`config.mk`:
```
export PLATFORM = sky130hd
export DESIGN_NAME = stable_hold_monitor_flat
export DESIGN_NICKNAME = d
export VERILOG_FILES = /design/src/rtl/stable_mon_pkg.sv /design/src/rtl/stable_hold_monitor_if.sv /design/src/rtl/sat_counter.sv /design/src/rtl/stable_hold_monitor.sv /design/src/flat_wrapper.sv
export SDC_FILE = /design/constraint.sdc
export NUM_CORES = 1
export LEC_CHECK = 0
export BUFFER_PORTS_ARGS = -buffer_cell sky130_fd_sc_hd__buf_2
export CORE_UTILIZATION = 55
export DETAILED_ROUTE_END_ITERATION = 8
export PLACE_DENSITY = 0.78
export SLEW_MARGIN = 10
export SYNTH_ARGS = -nofsm -noshare
export SYNTH_HDL_FRONTEND = slang
export SYNTH_SLANG_ARGS = --single-unit
```
`constraint.sdc`:
```
create_clock -name clk -period 4.2 [get_ports clk]
set_input_delay 0.84 -clock clk [delete_from_list [all_inputs] [get_ports clk]]
set_output_delay 0.84 -clock clk [all_outputs]
set_load 0.03 [all_outputs]
```
`src/rtl/stable_mon_pkg.sv`:
```
`default_nettype none
// ============================================================================
// Module      : stable_mon_pkg
// Description : Shared types, constants and helpers for stable_hold_monitor.
// Revision    : 1.0 - initial release
// ============================================================================
package stable_mon_pkg;

    // Monitor sequencing states
    typedef enum logic [1:0] {
        S_IDLE  = 2'd0,
        S_ARM   = 2'd1,
        S_CHECK = 2'd2,
        S_DONE  = 2'd3
    } state_t;

    // A window of zero means the check never times out
    localparam int c_WINDOW_UNLIMITED = 0;

    // Increment value, holding at the all-ones value of a 'width'-bit field
    function automatic logic [31:0] sat_inc(input logic [31:0] value,
                                            input int unsigned width);
        logic [31:0] w_max;
        w_max = 32'hFFFF_FFFF >> (32 - width);
        return (value == w_max) ? value : value + 32'd1;
    endfunction

endpackage
`default_nettype wire

```
`src/rtl/stable_hold_monitor_if.sv`:
```
`default_nettype none
// ============================================================================
// Module      : stable_hold_monitor_if
// Description : Control, sampled signal and result bundle of the monitor.
// Revision    : 1.0 - initial release
// ============================================================================
interface stable_hold_monitor_if #(
    parameter int WIDTH = 1,
    parameter int CNT_W = 8
);
    logic             start;
    logic [CNT_W-1:0] hold_cycles;
    logic [CNT_W-1:0] window_cycles;
    logic [WIDTH-1:0] sig;
    logic             busy;
    logic             done;
    logic             pass;
    logic             change_pulse;
    logic [CNT_W-1:0] run_len;
    logic [CNT_W-1:0] pass_cnt;
    logic [CNT_W-1:0] fail_cnt;

    // Bench / requester side
    modport master (
        output start, hold_cycles, window_cycles, sig,
        input  busy, done, pass, change_pulse, run_len, pass_cnt, fail_cnt
    );

    // Monitor side
    modport slave (
        input  start, hold_cycles, window_cycles, sig,
        output busy, done, pass, change_pulse, run_len, pass_cnt, fail_cnt
    );
endinterface
`default_nettype wire

```
`src/rtl/sat_counter.sv`:
```
`default_nettype none
// ============================================================================
// Module      : sat_counter
// Description : Up-counter with synchronous clear that sticks at all-ones.
// Revision    : 1.0 - initial release
// ============================================================================
module sat_counter
    import stable_mon_pkg::*;
#(
    parameter int WIDTH = 8
) (
    input  wire logic             clk,
    input  wire logic             rst,
    input  wire logic             i_inc,
    input  wire logic             i_clr,
    output logic [WIDTH-1:0]      o_value
);
    logic [WIDTH-1:0] r_value;

    // Clear wins over increment; increment never wraps
    always_ff @(posedge clk) begin
        if (rst || i_clr) begin
            r_value <= '0;
        end else if (i_inc) begin
            r_value <= WIDTH'(sat_inc(32'(r_value), WIDTH));
        end
    end

    assign o_value = r_value;
endmodule
`default_nettype wire

```
`src/rtl/stable_hold_monitor.sv`:
```
`default_nettype none
// ============================================================================
// Module      : stable_hold_monitor
// Description : Checks that a sampled signal stays unchanged for a programmed
//               number of consecutive cycles within a bounded window.
// Revision    : 1.0 - initial release
// ============================================================================
module stable_hold_monitor
    import stable_mon_pkg::*;
#(
    parameter int WIDTH = 1,
    parameter int CNT_W = 8
) (
    input  wire logic             clk,
    input  wire logic             rst,
    stable_hold_monitor_if.slave  bus
);
    state_t           r_state;
    logic             r_busy;
    logic             r_done;
    logic             r_pass;
    logic             r_change;
    logic [WIDTH-1:0] r_prev;
    logic [CNT_W-1:0] r_hold;
    logic [CNT_W-1:0] r_window;

    logic [CNT_W-1:0] w_run_len;
    logic [CNT_W-1:0] w_elapsed;
    logic [CNT_W-1:0] w_pass_cnt;
    logic [CNT_W-1:0] w_fail_cnt;
    logic [CNT_W-1:0] w_run_next;
    logic [CNT_W-1:0] w_elapsed_next;
    logic             w_accept;
    logic             w_in_check;
    logic             w_stable;
    logic             w_hold_hit;
    logic             w_timeout;

    assign w_accept       = (r_state == S_IDLE) && bus.start;
    assign w_in_check     = (r_state == S_CHECK);
    assign w_stable       = (bus.sig == r_prev);
    // Both comparisons use the value the counter had before this edge, plus one
    assign w_run_next     = w_run_len + CNT_W'(1);
    assign w_elapsed_next = w_elapsed + CNT_W'(1);
    assign w_hold_hit     = w_stable && (w_run_next == r_hold);
    assign w_timeout      = (r_window != CNT_W'(c_WINDOW_UNLIMITED))
                            && (w_elapsed_next == r_window);

    // Sequencing FSM with registered status outputs; hold success beats timeout
    always_ff @(posedge clk) begin
        if (rst) begin
            r_state  <= S_IDLE;
            r_busy   <= 1'b0;
            r_done   <= 1'b0;
            r_pass   <= 1'b0;
            r_change <= 1'b0;
            r_prev   <= '0;
            r_hold   <= '0;
            r_window <= '0;
        end else begin
            r_done   <= 1'b0;
            r_change <= 1'b0;
            case (r_state)
                S_IDLE: begin
                    if (bus.start) begin
                        r_hold   <= bus.hold_cycles;
                        r_window <= bus.window_cycles;
                        r_pass   <= 1'b0;
                        r_busy   <= 1'b1;
                        r_state  <= S_ARM;
                    end
                end
                S_ARM: begin
                    r_prev <= bus.sig;
                    if (r_hold == '0) begin
                        r_pass  <= 1'b1;
                        r_busy  <= 1'b0;
                        r_done  <= 1'b1;
                        r_state <= S_DONE;
                    end else begin
                        r_state <= S_CHECK;
                    end
                end
                S_CHECK: begin
                    r_prev   <= bus.sig;
                    r_change <= ~w_stable;
                    if (w_hold_hit) begin
                        r_pass  <= 1'b1;
                        r_busy  <= 1'b0;
                        r_done  <= 1'b1;
                        r_state <= S_DONE;
                    end else if (w_timeout) begin
                        r_pass  <= 1'b0;
                        r_busy  <= 1'b0;
                        r_done  <= 1'b1;
                        r_state <= S_DONE;
                    end
                end
                S_DONE: begin
                    r_state <= S_IDLE;
                end
                default: begin
                    r_state <= S_IDLE;
                end
            endcase
        end
    end

    sat_counter #(.WIDTH(CNT_W)) u_run_len (
        .clk     (clk),
        .rst     (rst),
        .i_inc   (w_in_check && w_stable),
        .i_clr   (w_accept || (w_in_check && !w_stable)),
        .o_value (w_run_len)
    );

    sat_counter #(.WIDTH(CNT_W)) u_elapsed (
        .clk     (clk),
        .rst     (rst),
        .i_inc   (w_in_check),
        .i_clr   (w_accept),
        .o_value (w_elapsed)
    );

    sat_counter #(.WIDTH(CNT_W)) u_pass_cnt (
        .clk     (clk),
        .rst     (rst),
        .i_inc   ((r_state == S_DONE) && r_pass),
        .i_clr   (1'b0),
        .o_value (w_pass_cnt)
    );

    sat_counter #(.WIDTH(CNT_W)) u_fail_cnt (
        .clk     (clk),
        .rst     (rst),
        .i_inc   (w_in_check && !w_stable),
        .i_clr   (1'b0),
        .o_value (w_fail_cnt)
    );

    assign bus.busy         = r_busy;
    assign bus.done         = r_done;
    assign bus.pass         = r_pass;
    assign bus.change_pulse = r_change;
    assign bus.run_len      = w_run_len;
    assign bus.pass_cnt     = w_pass_cnt;
    assign bus.fail_cnt     = w_fail_cnt;
endmodule
`default_nettype wire

```
`src/flat_wrapper.sv`:
```
// flat-port wrapper written by rule: the top's interface ports become plain ports
module stable_hold_monitor_flat import stable_mon_pkg::*;
#(
    parameter int WIDTH = 1,
    parameter int CNT_W = 8
)
  (clk, rst, bus_start, bus_hold_cycles, bus_window_cycles, bus_sig, bus_busy, bus_done, bus_pass, bus_change_pulse, bus_run_len, bus_pass_cnt, bus_fail_cnt);
  stable_hold_monitor_if #(.WIDTH(WIDTH), .CNT_W(CNT_W)) bus_i ();
  input  wire logic clk;
  input  wire logic rst;
  input wire logic [$bits(bus_i.start)-1:0] bus_start;
  input wire logic [$bits(bus_i.hold_cycles)-1:0] bus_hold_cycles;
  input wire logic [$bits(bus_i.window_cycles)-1:0] bus_window_cycles;
  input wire logic [$bits(bus_i.sig)-1:0] bus_sig;
  output wire logic [$bits(bus_i.busy)-1:0] bus_busy;
  output wire logic [$bits(bus_i.done)-1:0] bus_done;
  output wire logic [$bits(bus_i.pass)-1:0] bus_pass;
  output wire logic [$bits(bus_i.change_pulse)-1:0] bus_change_pulse;
  output wire logic [$bits(bus_i.run_len)-1:0] bus_run_len;
  output wire logic [$bits(bus_i.pass_cnt)-1:0] bus_pass_cnt;
  output wire logic [$bits(bus_i.fail_cnt)-1:0] bus_fail_cnt;
  assign bus_i.start = bus_start;
  assign bus_i.hold_cycles = bus_hold_cycles;
  assign bus_i.window_cycles = bus_window_cycles;
  assign bus_i.sig = bus_sig;
  assign bus_busy = bus_i.busy;
  assign bus_done = bus_i.done;
  assign bus_pass = bus_i.pass;
  assign bus_change_pulse = bus_i.change_pulse;
  assign bus_run_len = bus_i.run_len;
  assign bus_pass_cnt = bus_i.pass_cnt;
  assign bus_fail_cnt = bus_i.fail_cnt;
  stable_hold_monitor #(.WIDTH(WIDTH), .CNT_W(CNT_W)) u_core (.clk(clk), .rst(rst), .bus(bus_i));
endmodule
```
==> flow_metrics.py <==
metrics = {
    "status": {
        "status": "complete, no violations",
    },
    "synth": {
        "synth_compound_area_frac": 0.109,
        "synth_adder_area_share": 0.0354,
        "main_combinational_cell_family_by_area_after_synthesis": "simple AND/OR/NAND/NOR gates",
        "synth_sequential_area_ratio": 0.390,
        "number_of_synthesized_flops_with_an_enable_pin": 0,
        "yosys_most_used_dff": "dfxtp_1",
        "synthXorXnorAreaFrac": 0.118,
        "synth_cells": 338,
        "post_synth_and_or_nand_nor_area_fraction": 0.272,
        "ys_async_sr_fraction": 0,
        "syn-cell-area_um2": 2830,
        "postSynthNetCount": 366,
        "synthesis.area_per_instance_um2": 8.36,
        "yosys_register_bits": 55,
        "synth.lib_cells_used.distinct": 48,
        "yosys-mux-area-fraction": 0.0376,
        "synth.yosys.warnings": 0,
    },
    "detailed_routing": {
        "drc_errors": 0,
        "wl_per_cell_um": 12.9,
        "via_per_inst": 5.40,
        "detail_route.first_pass.iterations": 4,
        "detailedRoute.firstIterationViolations": 194,
        "postRouteWirelength_um": 5760,
        "num_vias": 2420,
        "route.antenna.remaining_nets": 0,
    },
    "setup_path": {
        "worstReg2RegStart": "u_core.u_elapsed.o_value[0]",
        "setup.worst_path.end": "u_core.bus.busy",
        "worst-r2r-setup-slack_ns": 1.67,
        "worstSetupEndpointType": "flop",
        "critPathLaunchType": "flop",
        "arrival_ns": 2.75,
        "worst-endpoint-required_ns": 4.42,
        "worstSetupStartpoint": "u_core.u_elapsed.o_value[0]",
        "crit-reg2reg-capture": "u_core.bus.busy",
        "criticalPathCategory": "reg -> reg",
        "reg2reg_depth": 8,
        "crit_fanout": 7,
    },
    "clock_tree": {
        "ctsResizeCount": 0,
        "clock_root_buffer": "clkbuf_8",
        "cts_buffers": 5,
        "cts_tree": "yes",
        "clk_latency_ns": 0.32,
        "cts_hold_repair.buffers": 0,
        "htreeDepth": 2,
        "cts.reportedPaths.clkPinSlew_ns": 0.11,
        "ctsLongestPathBuffers": 2,
        "postCtsSetupBuffers": 0,
        "tritoncts_num_sinks": 55,
    },
    "sta": {
        "setup_total_negative_slack_ns": 0,
        "fin_crit_ns": 2.53,
        "final-setup-viol-count": 0,
        "number_of_hold_violations_in_the_final_report": 0,
        "unrepaired_setup_endpoints_after_global_routing": "no",
        "slew_viol_final": 0,
        "clock-skew-final_ns": 0.00742,
        "final_min_period_over_clock_period": 0.602,
        "relSlewSlack": 0.593,
        "fmaxAchievable_ghz": 0.395,
        "worst_pin_slew_ns": 0.611,
    },
    "flow_run": {
        "maxCapViolations": 0,
    },
    "min_path": {
        "worstHoldPathType": "reg -> reg",
    },
    "final_layout": {
        "signed_area_change_from_the_synthesized_netlist_to_the_final_layout_pct": 12.9,
        "antenna_cells_inserted": 0,
        "layout-drive-gt1-share": 0.176,
        "final_nets": 408,
        "post-route-cell-area_um2": 3190,
    },
    "grt": {
        "global_route.overflow_total": 0,
        "grt_pass1_vias": 2139,
        "antenna_found_initial": 0,
        "grt_pass1_wl_um": 9630,
        "global_route.usage.total": 0.232,
        "grt_max_degree": 42,
    },
    "power_and_ir_drop": {
        "vdd_ir_drop_max_uv": 381,
        "finalPower_mw": 1.44,
        "power.share.sequential": 0.437,
        "power-per-cell-area_nw_per_um2": 451,
        "net_switching_share_of_the_total_power": 0.350,
        "power.static_leakage_nw": 1.28,
        "power.share.clock": 0.258,
        "cell_internal_pwr_uw": 934,
        "combinationalPowerShare": 0.305,
        "power.switching_uw": 503,
    },
    "floorplanning": {
        "die_width_um": 73.7,
        "io_pins": 48,
        "row_count": 25,
        "die_area_um2": 5430,
        "floorplan.die.height_um": 73.7,
        "core_area_um2": 4820,
        "floorplan.initialDensity": 0.586,
    },
    "placed_design": {
        "gp_routability_congestion": 0.809,
        "io_buffers": 47,
        "placement.cell_area_um2": 3070,
        "hpwlAfterDp_um": 4270,
    },
}
-- registers in the layout (all words and copies together), names as in the netlist, 2 cells and up --
register                   cells
u_core.u_pass_cnt.o_value      8
u_core.u_run_len.o_value       8
u_core.r_state                 2
u_core.r_hold                  8
u_core.u_elapsed.o_value       8
u_core.u_fail_cnt.o_value      8
u_core.r_window                8
-- cells in the mapped netlist, types with 2 or more instances --
library cell  count  area, µm²
nand4b_1          2       17.5
dfxtp_1          55       1100
nor4_1            5       31.3
a31oi_1           2       12.5
buf_2             2       10.0
inv_1             7       26.3
buf_6             3       33.8
a311oi_1          3       26.3
nand4_1           3       18.8
o211ai_1          3       22.5
ha_1              8        100
nor2b_1           3       18.8
xnor2_1          19        166
a21oi_1          26        130
or3_1             4       25.0
nand2b_1         10       62.6
nand3_1          16       80.1
o21ai_0           7       35.0
and2_1            3       18.8
nor2_1           45        169
nor4b_1           2       17.5
nor3b_1           3       22.5
nand2_1          45        169
clkbuf_1          6       22.5
and3_1            2       12.5
xor2_1           19        166
and4_4            2       22.5
mux2i_1           8       80.1
nor3_1            6       30.0
-- power groups by stage --
stage          registers (mW)  clock network (mW)  logic, mW
2_1_floorplan           0.646                   0      0.339
5_1_grt                 0.635               0.396      0.486
4_1_cts                 0.628               0.383      0.438
3_3_place_gp            0.637                   0      0.428
6_report                0.628               0.371      0.438
3_5_place_dp            0.639                   0      0.435
-- metrics by stage --
step / instances / hold slack (ns) / setup WS (ns) / utilization
2_1_floorplan: 338 / 0.450 / 1.72 / -
3_3_place_gp: 440 / 0.462 / 1.60 / 0.637
3_5_place_dp: 440 / 0.475 / 1.54 / 0.637
4_1_cts: 448 / 0.491 / 1.70 / 0.662
5_1_grt: 448 / 0.513 / 1.51 / 0.662
6_report: 448 / 0.492 / 1.67 / 0.662
-- cells in the final DEF (no fill, tap or decap), types with 3 or more instances in the layout --
| cell | count |
|---|---|
| nor4_1 | 5 |
| nor2_1 | 45 |
| xnor2_1 | 19 |
| nand2_1 | 45 |
| ha_1 | 8 |
| a311oi_1 | 3 |
| mux2i_1 | 8 |
| xor2_1 | 19 |
| nor3_1 | 6 |
| nand4_1 | 3 |
| and2_1 | 3 |
| dfxtp_1 | 55 |
| a21oi_1 | 26 |
| clkbuf_8 | 5 |
| or3_1 | 4 |
| nor3b_1 | 3 |
| o211ai_1 | 3 |
| buf_2 | 47 |
| o21ai_0 | 7 |
| nand2b_1 | 10 |
| nor2b_1 | 3 |
| inv_1 | 7 |
| nand3_1 | 16 |
-- area by class of cell --
cell class                 instances  area (µm²)
clock inverter                     3        50.0
timing repair buffer              48         243
inverter                           7        26.3
fill                             434        1630
multi-input combinational        263        1620
clock buffer                       5        68.8
sequential                        55        1100
tap                               67        83.8
-- kinds of logic after synthesis --
family          after synthesis
mux                          10
simple gates                157
compound gates               50
xor+xnor                     38
buf+inv                      20
fa+ha+maj                     8
flops                        55
-- routing by layer --
metal | up-vias | share of wire | GRT usage
met5 | - | 0 | 0
met4 | 0 | 0.019 | 0.100
met3 | 11 | 0.043 | 0.0562
met2 | 62 | 0.45 | 0.359
met1 | 1107 | 0.49 | 0.307
li1 | 1240 | - | -
-- how the worst min path moves through the flow --
stage                        from                  to  slack (ns)  cells past startpoint
3_3_place_gp   u_core.r_window[0]  u_core.r_window[0]        0.46                      2
5_1_grt        u_core.r_window[0]  u_core.r_window[0]        0.51                      2
2_1_floorplan  u_core.r_window[0]  u_core.r_window[0]        0.45                      2
6_report       u_core.r_window[0]  u_core.r_window[0]        0.49                      2
3_5_place_dp   u_core.r_window[0]  u_core.r_window[0]        0.48                      2
4_1_cts        u_core.r_window[0]  u_core.r_window[0]        0.49                      2
-- worst max-delay path, cell delays in order (launching register included) --
cell     delay, ns
dfxtp_1       0.45
ha_1          0.28
nand3_1       0.22
nor3_1        0.23
a31oi_1       0.06
or4_1         0.60
nand3_2       0.16
and2_4        0.17
mux2_4        0.28
Power figures use the tool's default switching activity.
